===== src/rtl/pio_edge_irq.sv =====
// pio_edge_irq: Avalon-MM PIO with one output register and synchronised, edge-captured inputs
// driving a maskable level interrupt; define PIO_DEBOUNCE_EN to build per-bit debounce counters.
module pio_edge_irq #(
   parameter int                   IN_WIDTH        = 8,
   parameter int                   OUT_WIDTH       = 8,
   parameter logic [OUT_WIDTH-1:0] OUT_RESET       = '0,
   parameter int                   EDGE_MODE       = 0,
   parameter int                   DEBOUNCE_CYCLES = 50000
) (
   input  logic                 clk_clk,
   input  logic                 reset_reset,
   input  logic [1:0]           avs_address,
   input  logic                 avs_read,
   input  logic                 avs_write,
   input  logic [31:0]          avs_writedata,
   output logic [31:0]          avs_readdata,
   input  logic [IN_WIDTH-1:0]  in_export,
   output logic [OUT_WIDTH-1:0] out_export,
   output logic                 irq
);
   logic [IN_WIDTH-1:0]  r_sync1, r_sync2, r_stable, r_stable_q, r_mask, r_cap;
   logic [OUT_WIDTH-1:0] r_out;
   logic [31:0]          r_rdata;
   logic [IN_WIDTH-1:0]  w_rise, w_fall, w_evt, w_clr;
   logic [31:0]          w_rdata;
   logic                 w_unused;

   assign w_rise = r_stable & ~r_stable_q;
   assign w_fall = ~r_stable & r_stable_q;
   assign w_evt = EDGE_MODE == 0 ? w_rise : EDGE_MODE == 1 ? w_fall : w_rise | w_fall;
   assign w_clr = (avs_write && avs_address == 2'd3) ? avs_writedata[IN_WIDTH-1:0] : '0;
   assign w_rdata = avs_address == 2'd0 ? 32'(r_stable) :
                    avs_address == 2'd1 ? 32'(r_out) :
                    avs_address == 2'd2 ? 32'(r_mask) : 32'(r_cap);
   assign w_unused = &{1'b0, avs_writedata, 1'(DEBOUNCE_CYCLES)};
   assign irq = |(r_cap & r_mask);
   assign out_export = r_out;
   assign avs_readdata = r_rdata;

   always_ff @(posedge clk_clk or posedge reset_reset)
      if (reset_reset) begin
         r_sync1 <= '0;
         r_sync2 <= '0;
      end else begin
         r_sync1 <= in_export;
         r_sync2 <= r_sync1;
      end

`ifdef PIO_DEBOUNCE_EN
   localparam int            CW   = $clog2(DEBOUNCE_CYCLES + 1);
   localparam logic [CW-1:0] CMAX = CW'(DEBOUNCE_CYCLES);
   logic [CW-1:0] r_cnt [IN_WIDTH];

   // a change is accepted only once it has differed from stable for CMAX counted cycles
   always_ff @(posedge clk_clk or posedge reset_reset)
      if (reset_reset) begin
         r_stable <= '0;
         for (int i = 0; i < IN_WIDTH; i++) r_cnt[i] <= '0;
      end else
         for (int i = 0; i < IN_WIDTH; i++)
            if (r_sync2[i] == r_stable[i]) r_cnt[i] <= '0;
            else if (r_cnt[i] == CMAX) begin
               r_stable[i] <= r_sync2[i];
               r_cnt[i] <= '0;
            end else r_cnt[i] <= r_cnt[i] + 1'b1;
`else
   always_ff @(posedge clk_clk or posedge reset_reset)
      if (reset_reset) r_stable <= '0;
      else r_stable <= r_sync2;
`endif

   // capture set dominates a simultaneous W1C of the same bit
   always_ff @(posedge clk_clk or posedge reset_reset)
      if (reset_reset) begin
         r_stable_q <= '0;
         r_cap <= '0;
         r_mask <= '0;
         r_out <= OUT_RESET;
         r_rdata <= '0;
      end else begin
         r_stable_q <= r_stable;
         r_cap <= (r_cap & ~w_clr) | w_evt;
         if (avs_write && avs_address == 2'd1) r_out <= avs_writedata[OUT_WIDTH-1:0];
         if (avs_write && avs_address == 2'd2) r_mask <= avs_writedata[IN_WIDTH-1:0];
         if (avs_read) r_rdata <= w_rdata;
      end
endmodule


===== config.mk =====
export PLATFORM = sky130hd
export DESIGN_NAME = pio_edge_irq
export DESIGN_NICKNAME = d
export VERILOG_FILES = /design/src/rtl/pio_edge_irq.sv
export SDC_FILE = /design/constraint.sdc
export NUM_CORES = 1
export LEC_CHECK = 0
export BUFFER_PORTS_ARGS = -buffer_cell sky130_fd_sc_hd__buf_2
export CAP_MARGIN = 10
export CORE_ASPECT_RATIO = 1.1
export CORE_MARGIN = 4
export CORE_UTILIZATION = 53
export DETAILED_ROUTE_END_ITERATION = 10
export PLACE_DENSITY = 0.86
export SETUP_SLACK_MARGIN = 0.05
export SYNTH_ARGS = -nofsm -noshare
export SYNTH_HDL_FRONTEND = slang
export SYNTH_SLANG_ARGS = --single-unit
export TNS_END_PERCENT = 100

===== constraint.sdc =====
create_clock -name clk_clk -period 5.73 [get_ports clk_clk]
set_input_delay 1.146 -clock clk_clk [delete_from_list [all_inputs] [get_ports clk_clk]]
set_output_delay 1.146 -clock clk_clk [all_outputs]
set_load 0.05 [all_outputs]

==> impl_metrics.json <==
{
  "status": "finished clean",
  "met3WireLength_um": 372,
  "post_route_drc_violation_count": 0,
  "inserted_clock_buffers": 9,
  "hold_end": "r_stable[0]",
  "totalWireLength_um": 4420,
  "worst_path_dominant_cell_family": "flip-flops",
  "worstMarginPinSlew_ns": 0.777,
  "post-cts-setup-buffers": 0,
  "fmaxAchievable_ghz": 0.400,
  "worstPathCellList": "a22oi_1 > nand4_1 > buf_2",
  "placement_rows": 26,
  "worst_slew_margin_pct": 48.2,
  "wirelength_met1_um": 1820,
  "drive_gt1_share_pct": 32.9,
  "finalWorstPathRequiredPeriod_ns": 2.50,
  "clock-skew-final_ns": 0.00909,
  "cp_data_required_time_ns": 4.58,
  "synth.yosys.seq_area_share_pct": 63.2,
  "globalRoute.totalOverflow": 0,
  "fillerInstances": 370,
  "final_util_pct": 62.1,
  "cts_hold_repair.buffers": 0,
  "final-setup-viol-count": 0,
  "total_leakage_power_nw": 1.42,
  "clk_pin_slew_ns": 0.07,
  "grt_antenna_before_repair": 0,
  "cts_repair_resize_count": 0,
  "setup_total_negative_slack_ns": 0,
  "antenna_left": 0,
  "worst-r2r-cell-count": 2,
  "wl_per_cell_um": 15.7,
  "top_layer_used": "met4",
  "final.period_utilization_pct": 43.7,
  "number_of_ports_placed_on_the_die_boundary": 87,
  "post-synth-top-area-cell": "sky130_fd_sc_hd__dfrtp_1",
  "worstReg2RegStart": "r_stable[3]",
  "synth-seq-cells": 64,
  "syn-cell-area_um2": 2530,
  "total_power_mw": 1.18,
  "endpoint_kind": "primary output",
  "ff2ff_setup_slack_ns": 4.85,
  "critical_path.n_buffers_inverters": 1,
  "cts_buffer_depth": 2,
  "hold_violations": 0,
  "final_cell_mix": "sky130_fd_sc_hd__dfrtp_1, sky130_fd_sc_hd__buf_2, sky130_fd_sc_hd__conb_1",
  "area_growth_pct": 14.0,
  "path_max_fanout": 3,
  "met2_length_um": 2160,
  "detailedRoute.firstIterationViolations": 142,
  "globalRouteTotalUtil_pct": 16.4,
  "final_slew_viol_count": 0,
  "grt_max_degree": 65,
  "die-width_um": 73.9,
  "post_drt_via_cell_ratio": 5.28,
  "cellPowerDensity_nw_per_um2": 408,
  "synthDominantCellAreaShare_pct": 63.2,
  "unrepaired_setup_endpoints_after_global_routing": "no",
  "crit_path_max_incr_delay_ns": 0.41,
  "port_buffers": 38,
  "yosysUniqueCellTypes": 15,
  "rr_endpoint": "avs_readdata[3]",
  "core_area_um2": 4650,
  "place.gp.congestion": 0.857,
  "first_global_vias": 1445,
  "die_y_um": 80.5,
  "syn_inst_count": 177,
  "hp-class": "reg -> reg",
  "netlist_top_cells_area": "sky130_fd_sc_hd__dfrtp_1, sky130_fd_sc_hd__buf_4, sky130_fd_sc_hd__mux2_2",
  "worst_setup_path_start_kind": "flip-flop",
  "cts_tree": "yes",
  "detailed_place_hpwl_um": 2880,
  "die-area_um2": 5950,
  "crit_type": "reg -> out",
  "hold_path_depth": 0,
  "max_cap_viol_count": 0,
  "sink_count_of_the_clock_tree": 64,
  "initial_utilization_pct": 54.5,
  "firstDrtPassIters": 4,
  "synthesis.yosys.warnings": 0,
  "hold_path_startpoint": "r_sync2[0]",
  "final_net_count": 266,
  "clock_tree.htree_level_count": 3,
  "final_common_cell": "sky130_fd_sc_hd__dfrtp_1",
  "critical_path_arrival_ns": 1.36,
  "cell_with_the_largest_stage_delay_on_the_worst_path": "sky130_fd_sc_hd__dfrtp_1",
  "clock-root-buffer": "sky130_fd_sc_hd__clkbuf_8",
  "irDropWorstVdd_v": 0.000180,
  "synth_area_per_cell_um2": 14.3,
  "clock_insertion_delay_worst_skew_ns": 0.33,
  "global_route_wire_length_before_repair_um": 7110,
  "via_count": 1485,
  "insertedDiodeCount": 0
}
## synth_stat cells, drive strengths merged
| cell type | number |
|---|---|
| o221ai | 8 |
| buf | 30 |
| a22o | 8 |
| conb | 1 |
| nand4 | 9 |
| nand2 | 1 |
| dfrtp | 64 |
| nand3b | 2 |
| a22oi | 4 |
| mux2 | 16 |
| inv | 9 |
| nand2b | 9 |
| mux2i | 16 |
## registers in the layout, indices dropped and copies added (netlist names)
signal and count:
r_stable_q 8, avs_readdata 8, r_stable 8, r_cap 8, r_sync1 8, r_sync2 8
out_export 8, r_mask 8
## logic make-up (layout without fill, tap and decap cells)
family	count (synthesis)	in the layout	share of synthesized area, %
muxes	32	32	13.4
and+or+nand+nor	21	21	6.17
other	1	24	0.148
AOI/OAI and AO/OA	20	20	6.71
DFF	64	64	63.2
buffers and inverters	39	64	10.4
## layer usage
layer  vias up  track usage (%)
met5         -                0
met4         0             9.42
met3         8             4.13
met2        60             24.3
met1       750             21.6
li1        667                -
## how the worst max path moves through the flow
stage / startpoint / endpoint / slack, ns / cells after the start
floorplan: reset_reset / avs_readdata[0] / 2.99 / 1
finish: r_cap[5] / irq / 3.23 / 3
global route: r_mask[5] / irq / 3.16 / 3
CTS: r_mask[5] / irq / 3.24 / 3
global placement: avs_address[0] / r_mask[7] / 3.24 / 3
detailed placement: avs_address[0] / r_mask[2] / 3.21 / 3
## per-stage QoR
| stage | setup WS, ns | hold WS, ns | area (um^2) | cells |
|---|---|---|---|---|
| global placement | 3.24 | 0.331 | 2660 | 265 |
| finish | 3.23 | 0.348 | 2890 | 281 |
| CTS | 3.24 | 0.350 | 2890 | 281 |
| floorplan | 2.99 | 0.331 | 2620 | 200 |
| detailed placement | 3.21 | 0.335 | 2660 | 265 |
| global route | 3.16 | 0.356 | 2890 | 281 |
## report_power, final
part | leakage, nW | switching, mW | internal (mW)
registers | 0.738 | 0.0297 | 0.499
logic | 0.576 | 0.162 | 0.0606
clock network | 0.109 | 0.170 | 0.258
total | 1.42 | 0.362 | 0.818
## cell type report
type / instances / area [um^2] / area share [%]
sequential: 64 / 1600 / 55.4
multi-input combinational: 97 / 757 / 26.2
timing repair buffer: 39 / 198 / 6.84
clock buffer: 10 / 138 / 4.76
clock inverter: 6 / 92.6 / 3.20
tap: 56 / 70.1 / 2.42
inverter: 9 / 33.8 / 1.17
No activity file was read; power rests on OpenSTA's default activity.
